$ cat src/rtl/seq_mult16_signed.sv
// Multi-cycle shift-add multiplier, signed or unsigned per operation.
// Signed operands become magnitudes; the product is negated at the end.
module seq_mult16_signed #(
  parameter int WIDTH = 16
) (
  input  logic               clk,
  input  logic               rst_n,
  input  logic               start,
  input  logic [WIDTH-1:0]   A,
  input  logic [WIDTH-1:0]   B,
  input  logic               sgn,
  output logic               busy,
  output logic               done,
  output logic [2*WIDTH-1:0] P
);

  localparam int CW = $clog2(WIDTH) + 1;

  typedef enum logic [2:0] {
    S_IDLE,
    S_LOAD,
    S_MUL,
    S_FIX,
    S_DONE
  } state_t;

  state_t r_state;
  state_t w_next;

  logic [WIDTH-1:0]   r_a;
  logic [WIDTH-1:0]   r_b;
  logic               r_sgn;
  logic               r_neg;
  logic [2*WIDTH:0]   r_acc;
  logic [CW-1:0]      r_cnt;
  logic [2*WIDTH-1:0] r_p;

  logic [WIDTH-1:0]   w_mag_a;
  logic [WIDTH-1:0]   w_mag_b;
  logic [WIDTH:0]     w_sum;
  logic [WIDTH:0]     w_addend;
  logic [2*WIDTH-1:0] w_prod;
  logic               w_last;

  assign w_mag_a = (r_sgn & r_a[WIDTH-1]) ? -r_a : r_a;
  assign w_mag_b = (r_sgn & r_b[WIDTH-1]) ? -r_b : r_b;

  // Only add the multiplicand when the multiplier LSB is set
  assign w_addend = r_acc[0] ? {1'b0, r_a} : '0;
  assign w_sum    = {1'b0, r_acc[2*WIDTH-1:WIDTH]} + w_addend;
  assign w_prod   = r_acc[2*WIDTH-1:0];
  assign w_last   = (r_cnt == CW'(WIDTH - 1));

  always_ff @(posedge clk) begin
    if (!rst_n) begin
      r_state <= S_IDLE;
    end else begin
      r_state <= w_next;
    end
  end

  always_comb begin
    w_next = r_state;
    unique case (r_state)
      S_IDLE: if (start) w_next = S_LOAD;
      S_LOAD: w_next = S_MUL;
      S_MUL:  if (w_last) w_next = S_FIX;
      S_FIX:  w_next = S_DONE;
      S_DONE: w_next = S_IDLE;
      default: w_next = S_IDLE;
    endcase
  end

  always_comb begin
    busy = 1'b0;
    done = 1'b0;
    unique case (r_state)
      S_LOAD, S_MUL, S_FIX: busy = 1'b1;
      S_DONE:               done = 1'b1;
      default: ;
    endcase
  end

  always_ff @(posedge clk) begin
    if (!rst_n) begin
      r_a   <= '0;
      r_b   <= '0;
      r_sgn <= 1'b0;
      r_neg <= 1'b0;
      r_acc <= '0;
      r_cnt <= '0;
      r_p   <= '0;
    end else begin
      unique case (r_state)
        S_IDLE: begin
          if (start) begin
            r_a   <= A;
            r_b   <= B;
            r_sgn <= sgn;
          end
        end
        S_LOAD: begin
          r_a   <= w_mag_a;
          r_neg <= r_sgn & (r_a[WIDTH-1] ^ r_b[WIDTH-1]);
          // Multiplier rides in the low half and shifts out as it is used
          r_acc <= {{(WIDTH+1){1'b0}}, w_mag_b};
          r_cnt <= '0;
        end
        S_MUL: begin
          r_acc <= {1'b0, w_sum, r_acc[WIDTH-1:1]};
          r_cnt <= r_cnt + CW'(1);
        end
        S_FIX: begin
          r_p <= r_neg ? -w_prod : w_prod;
        end
        default: ;
      endcase
    end
  end

  assign P = r_p;

endmodule

$ cat config.mk
export PLATFORM = sky130hd
export DESIGN_NAME = seq_mult16_signed
export DESIGN_NICKNAME = d
export VERILOG_FILES = /design/src/rtl/seq_mult16_signed.sv
export SDC_FILE = /design/constraint.sdc
export NUM_CORES = 1
export LEC_CHECK = 0
export CORE_ASPECT_RATIO = 0.5
export CORE_MARGIN = 4
export CORE_UTILIZATION = 53
export CTS_BUF_LIST = sky130_fd_sc_hd__clkbuf_8
export DETAILED_ROUTE_END_ITERATION = 16
export PLACE_DENSITY = 0.84
export REMOVE_ABC_BUFFERS = 1
export SLEW_MARGIN = 40
export SYNTH_ARGS = -nofsm -noshare
export SYNTH_HDL_FRONTEND = slang
export SYNTH_SLANG_ARGS = --single-unit
$ cat constraint.sdc
create_clock -name clk -period 2.34 [get_ports clk]
set_clock_uncertainty 0.1 [all_clocks]
set_input_delay 0.468 -clock clk [delete_from_list [all_inputs] [get_ports clk]]
set_output_delay 0.468 -clock clk [all_outputs]
set_load 0.01 [all_outputs]
==> results.py, run 1 <==
metrics = {
    "clock_network": {
        "clock_tree.buffer_depth": 2,
        "clkTransAtPathRegs_ns": 0.10,
        "h-tree-depth": 3,
        "cts.sink_count": 106,
        "cts-hold-fix-buffers": 0,
        "cts_root_buffer_type": "clkbuf_8",
        "insertion_delay_ns": 0.39,
        "cts_tree": "done",
        "cts-buffers-inserted": 9,
    },
    "finish": {
        "mostFrequentLayoutCell": "dfxtp_1",
        "n_fill_cell": 922,
        "area_growth_pct": 24.3,
        "design_area_um2": 7730,
        "mostFrequentLayoutCells": "dfxtp_1 (102), nand2_1 (97), nor2_1 (87)",
        "share_of_post_route_cells_with_drive_strength_above_1": 0.139,
        "antenna-diode-count": 0,
        "utilization": 0.689,
        "layout.nets": 952,
    },
    "die": {
        "placement_row_count": 27,
        "core_region_area_um2": 11200,
        "io_pins": 70,
        "die_y_um": 84.6,
        "die-area_um2": 13600,
        "die_x_um": 161,
        "start_util": 0.555,
    },
    "sta": {
        "holdWs_ns": 0.390,
        "final_max_slew_viol_count": 0,
        "postLayoutSetupSlackWorst_ns": -0.0546,
        "headroom_to_the_max_slew_limit": 0.548,
        "final.period_utilization": 1.02,
        "setup_viol": 2,
        "min_period_ns": 2.39,
        "worst_pin_slew_ns": 0.677,
        "rsz0062_at_grt": "true",
        "max_clock_freq_ghz": 0.418,
        "report.final.hold_viol_count": 0,
    },
    "route": {
        "post_drt_via_cell_ratio": 6.00,
        "drc": 0,
        "wl_um": 17300,
        "avgRoutedWirePerCell_um": 16.3,
        "drt.antenna.violating_nets": 0,
        "drt_first_pass_iters": 7,
        "number_of_design_rule_violations_left_by_the_first_detailed_router_iteration": 579,
        "routed-via-count": 6348,
    },
    "worst_setup_path": {
        "worstSetupEndpoint": "r_acc[25]",
        "timing.critical_path.fanout_max": 5,
        "slowest_stage_cell_cp": "dfxtp_4",
        "critPathRequiredTime_ns": 2.52,
        "critical_path.startpoint": "r_acc[0]",
        "worstSetupPathDepth": 12,
        "cpMostUsedCell": "inv_2",
        "setup.worst_path.end_class": "register",
        "crit_path_cell_trace": "inv_2 -> nor2_2 -> ha_2 -> inv_2 -> fa_2 -> nor2b_2 -> o21ai_2 -> o221ai_1 -> buf_4 -> a21oi_2 -> xnor2_1 -> a22o_1",
        "rr_endpoint": "r_acc[25]",
        "worstPathBufferInverterCount": 3,
        "timing.reg2reg.setup_slack_ns": -0.05,
        "critPathMaxStageDelay_ns": 0.39,
        "cpLargestDelayFamily": "adder cells",
        "criticalPathCategory": "register to register",
        "timing.critical_path.arrival_ns": 2.58,
        "worst_r2r_path_depth": 12,
        "critical_path_start_type": "register",
        "timing.rr.start": "r_acc[0]",
    },
    "place": {
        "hpwlAfterDp_um": 12200,
        "placed_area_um2": 7380,
        "number_of_port_buffers": 69,
        "gp_routability_congestion": 0.896,
    },
    "power": {
        "combinationalPowerShare": 0.230,
        "switching_power_uw": 1290,
        "peakVddDrop_mv": 0.327,
        "pwr-share-seq": 0.494,
        "power.leakage_uw": 0.00299,
        "total_power_uw": 3960,
        "power_per_cell_area_nw_per_um2": 512,
        "power_frac_clock": 0.275,
        "p_int_uw": 2670,
        "switching_share": 0.325,
    },
    "yosys": {
        "synth.cell_area_um2": 6220,
        "syn_area_per_cell_um2": 7.77,
        "post_synth_num_cell_types": 63,
        "edff_count_synth": 0,
        "synthCells": 801,
        "ffs_latches_synth": 106,
        "synth_sequential_area_ratio": 0.341,
        "synthesis_warnings": 0,
        "dominant_register_cell_in_the_synthesized_netlist": "dfxtp_1",
        "synth_async_sr_flop_share": 0,
    },
    "run_status": {
        "status": "complete, but fails checks",
        "violated_checks": "setup timing",
    },
    "global_route": {
        "maximum_number_of_pins_on_one_net_before_global_route_repair": 84,
        "globalRouteOverflowTotal": 0,
        "first_global_vias": 5873,
        "grt_antenna_before_repair": 0,
        "wire_length_of_the_first_global_routing_pass_um": 27600,
        "track_usage": 0.241,
    },
    "hold_path": {
        "timing.hold.worst.class": "register to register",
    },
    "run": {
        "timing.max_cap.violations": 0,
    },
}
cells in the mapped netlist, types with 3 or more instances:
cell type  number  area, um2
a211oi_1       16        120
a21boi_0        3       22.5
a21o_1          7       52.6
a21oi_1        87        435
a221oi_1        3       26.3
a222oi_1       11        110
a22o_1          3       26.3
a22oi_1         9       67.6
a31oi_1         7       43.8
and2_1         17        106
and3_1          8       50.1
clkbuf_1       44        165
dfxtp_1       106       2120
ha_1           21        263
inv_1          18       67.6
mux2i_1        12        120
nand2_1        97        364
nand2b_1        7       43.8
nand3_1        14       70.1
nand3b_1        5       37.5
nand4_1         4       25.0
nor2_1         89        334
nor2b_1        14       87.6
nor3_1         16       80.1
nor3b_1        17        128
nor4_1         10       62.6
o211ai_1        7       52.6
o21a_1          3       22.5
o21ai_0        35        175
o22ai_1        15       93.8
o31ai_1         9       67.6
o41ai_1         3       26.3
or3_1           5       31.3
or4_1           4       30.0
xnor2_1        18        158
xor2_1         21        184
worst min-delay path by stage:
| stage | depth (start not counted) | end | slack [ns] | start |
|---|---|---|---|---|
| CTS | 2 | P[0] | 0.38 | P[0] |
| floorplan | 2 | r_cnt[4] | 0.35 | r_cnt[4] |
| detailed placement | 2 | P[0] | 0.37 | P[0] |
| global placement | 2 | P[13] | 0.36 | P[13] |
| global route | 2 | P[13] | 0.40 | P[13] |
| finish | 2 | P[13] | 0.39 | P[13] |
logic make-up after synthesis:
family / after synthesis / share of synthesized area
flip-flops: 106 / 0.341
buffers and inverters: 67 / 0.0420
XOR/XNOR: 39 / 0.0549
AO/OA/AOI/OAI: 231 / 0.237
adder cells (fa/ha/maj): 22 / 0.0455
multiplexers: 12 / 0.0193
AND/OR/NAND/NOR: 324 / 0.261
per-stage QoR:
| step | setup slack (ns) | setup TNS [ns] | instances |
|---|---|---|---|
| after floorplan | -0.431 | -2.59 | 753 |
| after global placement | 0.0509 | 0 | 1038 |
| after detailed placement | -0.0747 | -0.219 | 1038 |
| after CTS | -0.0316 | -0.0316 | 1054 |
| after global routing | -0.143 | -0.516 | 1058 |
| final | -0.0546 | -0.0912 | 1058 |
repair_timing:
action / 4_1_cts / 5_1_grt
endpoints found under the hold margin: 0 / 0
buffers inserted: 0 / 3
resized for setup: 6 / 39
pin swaps: 1 / 14
endpoints found under the setup margin: 7 / 19
cloned: 0 / 1
power by group through the flow:
stage | registers (uW) | clock network, uW | logic [uW]
3_3_place_gp | 1990 | 0 | 843
4_1_cts | 1950 | 1100 | 874
6_report | 1960 | 1090 | 911
5_1_grt | 1970 | 1200 | 987
3_5_place_dp | 1990 | 0 | 869
2_1_floorplan | 1980 | 0 | 506
registers in the layout (all words and copies together) (netlist names):
register	count
r_state	3
r_acc	32
r_a	16
r_cnt	5
r_b	16
r_sgn	1
P	32
r_neg	1
worst reg2reg max path, cell delays in order (launching register included):
cell and delay (ns):
dfxtp_4 0.39, inv_2 0.05, nor2_2 0.10, ha_2 0.19, inv_2 0.05, fa_2 0.37
nor2b_2 0.14, o21ai_2 0.07, o221ai_1 0.22, buf_4 0.21, a21oi_2 0.08, xnor2_1 0.14
a22o_1 0.18
area by class of cell:
cell class	instances	area, um2	share of cell area
Clock inverter	7	50.0	0.00647
Tap cell	159	199	0.0257
Multi-Input combinational cell	628	3980	0.515
Timing Repair Buffer	130	1170	0.152
Clock buffer	9	124	0.0160
Sequential cell	106	2130	0.275
Inverter	19	71.3	0.00922
per-layer routing:
metal / vias up / share of wire / track usage
met5: - / 0 / 0
met2: 242 / 0.48 / 0.415
met3: 29 / 0.068 / 0.0500
li1: 3081 / - / -
met4: 0 / 0.014 / 0.0658
met1: 2996 / 0.44 / 0.310
Note: power is estimated with default switching activity, not from simulation.
==> run 2, diff against run 1 <==
Settings changed: CORE_MARGIN 4 to 2.
==> results.py, run 2 (synthesis gave the netlist of run 1 again) <==
metrics = {
    "run_status": {
        "status": "complete, but fails checks",
        "violated_checks": "setup timing",
    },
    "worst_setup_path": {
        "cpMostUsedCell": "inv_2",
        "slowest_stage_cell_cp": "dfxtp_2",
        "critical_path.startpoint": "r_acc[0]",
        "critPathRequiredTime_ns": 2.51,
        "cpLargestDelayFamily": "adder cells",
        "critPathMaxStageDelay_ns": 0.37,
        "setup.worst_path.end_class": "register",
        "worstPathBufferInverterCount": 3,
        "criticalPathCategory": "register to register",
        "critical_path_start_type": "register",
        "crit_path_cell_trace": "inv_2 -> nor2_2 -> ha_2 -> inv_2 -> fa_2 -> nor2b_1 -> o21ai_1 -> o221ai_1 -> buf_4 -> a21oi_2 -> xnor2_1 -> a22o_1",
        "timing.critical_path.arrival_ns": 2.55,
        "timing.critical_path.fanout_max": 5,
        "timing.rr.start": "r_acc[0]",
    },
    "place": {
        "placed_area_um2": 7370,
        "hpwlAfterDp_um": 11800,
        "detailedPlace.worstSlack_ns": -0.0656,
        "number_of_port_buffers": 69,
        "gp_routability_congestion": 0.903,
    },
    "sta": {
        "postLayoutSetupSlackWorst_ns": -0.0317,
        "worst_pin_slew_ns": 0.605,
        "final_max_slew_viol_count": 0,
        "fin_setup_tns_ns": -0.0783,
        "final.period_utilization": 1.01,
        "report.final.hold_viol_count": 0,
        "setup_viol": 3,
        "max_clock_freq_ghz": 0.422,
        "min_period_ns": 2.37,
        "rsz0062_at_grt": "true",
        "headroom_to_the_max_slew_limit": 0.597,
    },
    "die": {
        "die_y_um": 80.6,
        "core_region_area_um2": 11200,
        "die_x_um": 157,
        "placement_row_count": 27,
        "die-area_um2": 12700,
        "start_util": 0.555,
        "io_pins": 70,
    },
    "global_route": {
        "track_usage": 0.259,
        "first_global_vias": 5664,
        "globalRouteOverflowTotal": 0,
        "grt_antenna_before_repair": 0,
        "maximum_number_of_pins_on_one_net_before_global_route_repair": 84,
        "wire_length_of_the_first_global_routing_pass_um": 26300,
    },
    "power": {
        "power_per_cell_area_nw_per_um2": 500,
        "combinationalPowerShare": 0.233,
        "peakVddDrop_mv": 0.318,
        "pwr-share-seq": 0.506,
        "switching_power_uw": 1210,
        "power_frac_clock": 0.260,
        "p_int_uw": 2650,
        "total_power_uw": 3860,
        "power.leakage_uw": 0.00301,
        "switching_share": 0.314,
    },
    "finish": {
        "mostFrequentLayoutCell": "dfxtp_1",
        "mostFrequentLayoutCells": "dfxtp_1 (103), nand2_1 (95), nor2_1 (88)",
        "area_growth_pct": 24.2,
        "antenna-diode-count": 0,
        "layout.nets": 954,
        "utilization": 0.689,
        "share_of_post_route_cells_with_drive_strength_above_1": 0.132,
        "design_area_um2": 7730,
    },
    "clock_network": {
        "insertion_delay_ns": 0.38,
        "cts-hold-fix-buffers": 0,
        "clkTransAtPathRegs_ns": 0.10,
        "clock_tree.buffer_depth": 2,
        "cts.sink_count": 106,
        "cts_tree": "done",
        "cts-buffers-inserted": 9,
        "h-tree-depth": 3,
        "cts_root_buffer_type": "clkbuf_8",
    },
    "hold_path": {
        "worstHoldStart": "P[13]",
        "timing.hold.worst.class": "register to register",
    },
    "route": {
        "post_drt_via_cell_ratio": 5.99,
        "number_of_design_rule_violations_left_by_the_first_detailed_router_iteration": 493,
        "wl_um": 16700,
        "avgRoutedWirePerCell_um": 15.8,
        "drt_first_pass_iters": 6,
        "routed-via-count": 6339,
        "drc": 0,
        "drt.antenna.violating_nets": 0,
    },
    "run": {
        "timing.max_cap.violations": 0,
    },
}
==> run 2: routing by layer <==
metal,vias to the layer above,part of all wire,track usage
met5,-,0,0
li1,3081,-,-
met1,2980,0.44,0.344
met2,243,0.47,0.431
met4,0,0.018,0.0782
met3,35,0.065,0.0486
==> run 2: cell type report <==
type | count | area (um2)
well taps | 159 | 199
inverters | 19 | 71.3
multi-input cells | 628 | 3980
clock inverters | 6 | 37.5
repair buffers | 132 | 1190
clock buffers | 9 | 124
flip-flops and latches | 106 | 2130
fillers | 902 | 3490
==> run 2: repair_timing <==
| item | 4_1_cts | 5_1_grt |
|---|---|---|
| resized for setup | 10 | 28 |
| pin swaps | 2 | 17 |
| endpoints found under the setup margin | 12 | 15 |
| hold endpoints to repair | 0 | 0 |
| setup buffers | 1 | 6 |
==> run 2: path summary, 6_finish.rpt <==
check,end,slack (ns),cells past startpoint
min,P[13],0.39,2
max reg2reg,r_acc[25],-0.03,12
min reg2reg,P[13],0.39,2
max,r_acc[25],-0.03,12
==> run 2: worst min-delay path, cell delays in order, from the launching register on <==
cell and delay [ns]:
dfxtp_1 0.32, nand3_1 0.06, o21ai_0 0.07
==> run 2: per-stage QoR <==
stage / cells / hold WS [ns]
after CTS: 1053 / 0.385
after detailed placement: 1037 / 0.373
final: 1059 / 0.388
after global placement: 1037 / 0.362
after global routing: 1059 / 0.404
after floorplan: 753 / 0.354
==> run 2: power groups by stage <==
| stage | clock network [uW] | logic, uW | registers, uW |
|---|---|---|---|
| after global placement | 0 | 835 | 1990 |
| after floorplan | 0 | 506 | 1980 |
| final | 1010 | 901 | 1960 |
| after detailed placement | 0 | 855 | 1990 |
| after global routing | 1100 | 986 | 1960 |
| after CTS | 1020 | 861 | 1950 |
